`config.mk`:
```
export PLATFORM = sky130hd
export DESIGN_NAME = seven_segs_scan_ctrl
export DESIGN_NICKNAME = d
export VERILOG_FILES = /design/src/rtl/seven_segs_scan_ctrl_pkg.sv /design/src/rtl/seven_segs_scan_ctrl_seven_segs.sv /design/src/rtl/seven_segs_scan_ctrl.sv
export SDC_FILE = /design/constraint.sdc
export NUM_CORES = 1
export LEC_CHECK = 0
export CAP_MARGIN = 20
export CORE_MARGIN = 4
export CORE_UTILIZATION = 35
export DETAILED_ROUTE_END_ITERATION = 8
export GPL_TIMING_DRIVEN = 1
export PLACE_DENSITY = 0.61
export SETUP_SLACK_MARGIN = 0.3
export SLEW_MARGIN = 15
export SYNTH_ARGS = -nofsm -noshare
export SYNTH_HDL_FRONTEND = slang
export SYNTH_HIERARCHICAL = 1
export SYNTH_SLANG_ARGS = --single-unit
export TNS_END_PERCENT = 20
```
`constraint.sdc`:
```
create_clock -name clk -period 3.34 [get_ports clk]
set_clock_uncertainty 0.1 [all_clocks]
set_input_delay 0.668 -clock clk [delete_from_list [all_inputs] [get_ports clk]]
set_output_delay 0.668 -clock clk [all_outputs]
set_load 0.02 [all_outputs]
```
`src/rtl/seven_segs_scan_ctrl_pkg.sv`:
```
// Shared constants for the multiplexed seven-segment scan controller:
// default geometry, nibble width and the load-handshake FSM encoding.
package seven_segs_scan_ctrl_pkg;

    localparam int DIGITS_DEF = 8;
    localparam int DIV_DEF    = 50000;
    localparam int NIB_W      = 4;

    localparam logic [0:0] ST_IDLE = 1'b0;
    localparam logic [0:0] ST_PEND = 1'b1;

endpackage

```
`src/rtl/seven_segs_scan_ctrl_seven_segs.sv`:
```
// seven_segs: hex nibble to seven-segment decoder, active-high segments.
//   nib         in  4  value to show (0..F)
//   enable_segs in  1  low forces all segments dark
//   segs        out 7  {g,f,e,d,c,b,a}
module seven_segs
    import seven_segs_scan_ctrl_pkg::*;
(
    input  logic [NIB_W-1:0] nib,
    input  logic             enable_segs,
    output logic [6:0]       segs
);

    always_comb begin
        segs = 7'h00;
        if (enable_segs) begin
            case (nib)
                4'h0: segs = 7'h3F;
                4'h1: segs = 7'h06;
                4'h2: segs = 7'h5B;
                4'h3: segs = 7'h4F;
                4'h4: segs = 7'h66;
                4'h5: segs = 7'h6D;
                4'h6: segs = 7'h7D;
                4'h7: segs = 7'h07;
                4'h8: segs = 7'h7F;
                4'h9: segs = 7'h6F;
                4'hA: segs = 7'h77;
                4'hB: segs = 7'h7C;
                4'hC: segs = 7'h39;
                4'hD: segs = 7'h5E;
                4'hE: segs = 7'h79;
                default: segs = 7'h71;
            endcase
        end
    end

endmodule

```
`src/rtl/seven_segs_scan_ctrl.sv`:
```
// seven_segs_scan_ctrl: time-multiplexed scan of DIGITS seven-segment digits
// with a frame-synchronous load handshake.
//   clk    in   1          rising-edge clock
//   rst_n  in   1          async active-low reset
//   data   in   4*DIGITS   new display value, digit 0 in bits 3:0
//   load   in   1          load request, taken when load && ready
//   ready  out  1          a load can be accepted this cycle
//   blank  in   1          high darkens the display (scan keeps running)
//   segs   out  7          segments of the currently selected digit
//   an     out  DIGITS     active-low digit select
//
// state | meaning
// IDLE  | no value waiting; ready high
// PEND  | accepted value held in pend until the next frame boundary
module seven_segs_scan_ctrl
    import seven_segs_scan_ctrl_pkg::*;
#(
    parameter int DIGITS = DIGITS_DEF,
    parameter int DIV    = DIV_DEF
)
(
    input  logic                    clk,
    input  logic                    rst_n,
    input  logic [NIB_W*DIGITS-1:0] data,
    input  logic                    load,
    output logic                    ready,
    input  logic                    blank,
    output logic [6:0]              segs,
    output logic [DIGITS-1:0]       an
);

    localparam int PW = $clog2(DIV);
    localparam int IW = $clog2(DIGITS);
    localparam logic [PW-1:0] CNT_LAST = PW'(DIV - 1);
    localparam logic [IW-1:0] IDX_LAST = IW'(DIGITS - 1);

    logic [PW-1:0]           cnt;
    logic [IW-1:0]           idx;
    logic [IW-1:0]           idx_nxt;
    logic                    tick;
    logic                    frame;
    logic [0:0]              state;
    logic [NIB_W*DIGITS-1:0] shown;
    logic [NIB_W*DIGITS-1:0] shown_nxt;
    logic [NIB_W*DIGITS-1:0] pend;
    logic [NIB_W-1:0]        cur_nib;
    logic                    blank_q;

    assign tick  = (cnt == CNT_LAST);
    assign frame = tick && (idx == IDX_LAST);
    assign ready = (state == ST_IDLE);

    always_comb begin
        idx_nxt = idx;
        if (tick) begin
            idx_nxt = (idx == IDX_LAST) ? '0 : idx + IW'(1);
        end
    end

    // Commits only happen on a frame boundary, where idx wraps to 0 on the
    // same edge, so a new value always starts at the first digit of a frame.
    always_comb begin
        shown_nxt = shown;
        if (frame) begin
            if (state == ST_PEND) begin
                shown_nxt = pend;
            end else if (load) begin
                shown_nxt = data;
            end
        end
    end

    always_ff @(posedge clk or negedge rst_n) begin
        if (!rst_n) begin
            cnt <= '0;
            idx <= '0;
        end else begin
            cnt <= tick ? '0 : cnt + PW'(1);
            idx <= idx_nxt;
        end
    end

    always_ff @(posedge clk or negedge rst_n) begin
        if (!rst_n) begin
            state <= ST_IDLE;
            pend  <= '0;
        end else begin
            case (state)
                ST_IDLE: begin
                    if (load && !frame) begin
                        pend  <= data;
                        state <= ST_PEND;
                    end
                end
                default: begin
                    if (frame) begin
                        state <= ST_IDLE;
                    end
                end
            endcase
        end
    end

    // Display path uses next-edge idx/shown so cur_nib and an stay aligned
    // with the idx register they are derived from.
    always_ff @(posedge clk or negedge rst_n) begin
        if (!rst_n) begin
            shown   <= '0;
            cur_nib <= '0;
            blank_q <= 1'b1;
            an      <= '1;
        end else begin
            shown   <= shown_nxt;
            cur_nib <= shown_nxt[idx_nxt*NIB_W +: NIB_W];
            blank_q <= blank;
            an      <= blank ? '1 : ~(DIGITS'(1) << idx_nxt);
        end
    end

    seven_segs u_seven_segs (
        .nib         (cur_nib),
        .enable_segs (~blank_q),
        .segs        (segs)
    );

endmodule

```
==> results.cfg <==
[clocking]
cts_tree = yes
numClockSinks = 97
clk-insertion-delay-late_ns = 0.34
htree_levels = 3
clk_path_buf_depth = 2
cts_buffers = 9
post_cts_buffers = 0
root_buffer = clkbuf_16
clk_pin_slew_worst_paths_ns = 0.07

[routing]
vias = 3615
post_drt_wl_per_cell_um = 16.98
drtAntennaViolNets = 0
drt-initial-drc-count = 260
wl_um = 11530
drt_first_pass_iters = 4
viasPerCell = 5.324
drc = 0

[critical_path]
endpoint_kind = output pin
cp.required_ns = 2.57
rr_startpoint = cnt[11]
critPathMaxFanout = 5
crit_start = cur_nib[1]
cp-start-kind = flip-flop
cp.arrival_ns = 2.32
critPathKind = flip-flop to output pin

[yosys]
synthAdderAreaFrac = 0.02332
synth_top_family_by_area = simple AND/OR/NAND/NOR gates
synthSimpleGateAreaFrac = 0.1703
synthXorXnorAreaFrac = 0.02177
syn_nets = 488
syn_inst = 443
yosysTopAreaCellShare = 0.4561
ys_warn_count = 6
synthArstFlopShare = 1.000
synth.mux.area_fraction = 0.1062
synth_top_cell_by_area = dfrtp_1
netlist_area_um2 = 4828
synth_edf_count = 0
synth_cell_type_count = 59
seq_area_frac_synth = 0.5051
ys.flop_type = dfrtp_1
ys_seq_elements = 97
postSynthAreaPerCell_um2 = 10.90
synth_compound_area_frac = 0.1355
netlist_top_cells_area = dfrtp_1, mux2_2, a32oi_1

[timing]
period_needed_ns = 3.084
setup_ws_ns = 0.2556
max_freq_mhz = 324.2
setup_viol = 0
slew_headroom = 0.5787
fin_crit_sh = 0.9235
tightest_slew_ns = 0.6312
finalMaxSlewViolations = 0
final_hold_viol_count = 0
grt_setup_unrepaired = yes
fin_tns_setup_ns = 0

[job]
maxCapViolations = 0

[global_route]
grt.overflow.total = 0
grt_usage = 0.1514
antenna_found_initial = 0
grt_pass1_vias = 3753
grt_max_degree = 54
grt_pass1_wl_um = 19440

[floorplanning]
coreArea_um2 = 13400
dieArea_um2 = 15740
ios = 52
fp-row-count = 42
dieHeight_um = 125.5
start_util = 0.3603
die_w_um = 125.5

[placement]
dp.cells = 663
io_buffers = 51
routabilityCongestion = 0.7840
post_dp_cell_area_um2 = 5624
dpl.hpwl_um = 8272
post-place-ws_ns = 0.1125

[layout]
fin_area_um2 = 5954
drive_gt1_frac = 0.2008
num_antenna_cells = 0
final_core_util = 0.4444
area_growth_pct = 23.32
final_cells = 679
final_nets = 543
fill_cells = 1271

[pwr]
max-vdd-ir-drop_v = 0.0002635
p_leak_nw = 2.409
powerDensity_nw_per_um2 = 399.2

[min_path]
min_path_type = input pin to asynchronous set/reset pin

[outcome]
status = complete, no violations
==> worst max-delay path, cell delays in order (launching register included) <==
cell and delay [ns]:
dfrtp_1 0.45, inv_1 0.14, ha_1 0.30, nor2b_1 0.24, nor3_2 0.07, nor3_2 0.15, clkdlybuf4s50_1 0.63
==> state kept, by name (all words and copies together), names as in the netlist <==
signal   cells
pend        32
an           8
state        1
cnt         16
shown       32
idx          3
blank_q      1
cur_nib      4
==> stage by stage <==
stage               total power [W]  hold slack (ns)
finish                     0.002377           0.2283
detailed placement         0.001383           0.3568
CTS                        0.002410           0.2428
floorplan                  0.001289           0.2724
global route               0.002475           0.2784
global placement           0.001378           0.3409
==> Yosys cell counts (6+ instances only) <==
library cell and number:
a21oi_1 9, nor2b_1 20, buf_2 9, mux2i_1 13, inv_1 13, dfrtp_1 88
nor2_1 22, ha_1 9, xor2_1 6, nand2_1 46, mux2_2 34, a31oi_1 20
dfstp_2 9, a32oi_1 29, xnor2_1 6, and2_1 9, nand3_1 18, clkbuf_1 10
==> worst paths after layout <==
| path | end | slack (ns) | cells past startpoint |
|---|---|---|---|
| setup / recovery | segs[3] | 0.26 | 6 |
| hold / removal | cnt[0] | 0.23 | 1 |
| setup reg to reg | cur_nib[3] | 0.30 | 8 |
| hold reg to reg | cnt[0] | 0.36 | 1 |
| max in group asynchronous | pend[19] | 2.21 | 2 |
| min in group clk | cnt[0] | 0.36 | 1 |
==> layer usage <==
metal / track usage / wire, µm / share of wire
met4: 0.03444 / 91 / 0.0079
met5: 0 / 0 / 0
met2: 0.2552 / 5863 / 0.51
met3: 0.03412 / 533 / 0.046
met1: 0.1996 / 5040 / 0.44
==> power breakdown <==
group	internal [W]	switching, W
clock	0.000591	0.000428
sequential	0.00121	0.0000168
combinational	0.0000738	0.0000559
==> cells by family after synthesis <==
family | count (synthesis)
AOI/OAI and AO/OA | 85
and+or+nand+nor | 152
xor gates and xnor gates | 12
adders and majority gates | 9
DFF | 97
muxes | 47
buffers and inverters | 41
==> cell usage in the layout, fill, tap and decap left out, types with 4 or more instances in the layout <==
master            n
dfrtp_1          88
clkdlybuf4s50_1  48
nand2_1          46
mux2_2           34
a32oi_1          29
nor2_1           21
a31oi_1          20
nor2b_1          19
nand3_1          18
buf_4            16
inv_1            13
mux2i_1          11
clkbuf_16        10
and2_1            9
a21oi_1           9
ha_1              9
dfstp_2           9
xor2_1            6
xnor2_1           6
nor3_1            5
nand2b_1          4
nor3_2            4
==> final cells by class <==
cell class | instances | area, µm² | share of cell area
Timing Repair Buffer | 69 | 681.9 | 0.1145
Clock buffer | 13 | 281.5 | 0.04728
Inverter | 16 | 60.06 | 0.01009
Tap cell | 176 | 220.2 | 0.03698
Clock inverter | 3 | 22.52 | 0.003782
Sequential cell | 97 | 2439 | 0.4095
Multi-Input combinational cell | 305 | 2250 | 0.3778
==> timing repair <==
| item | 4_1_cts | 5_1_grt |
|---|---|---|
| pin swaps | 0 | 1 |
| endpoints found under the setup margin | 7 | 8 |
| hold buffers | 0 | 0 |
| resized for setup | 5 | 4 |
(Power assumes the default switching activity.)
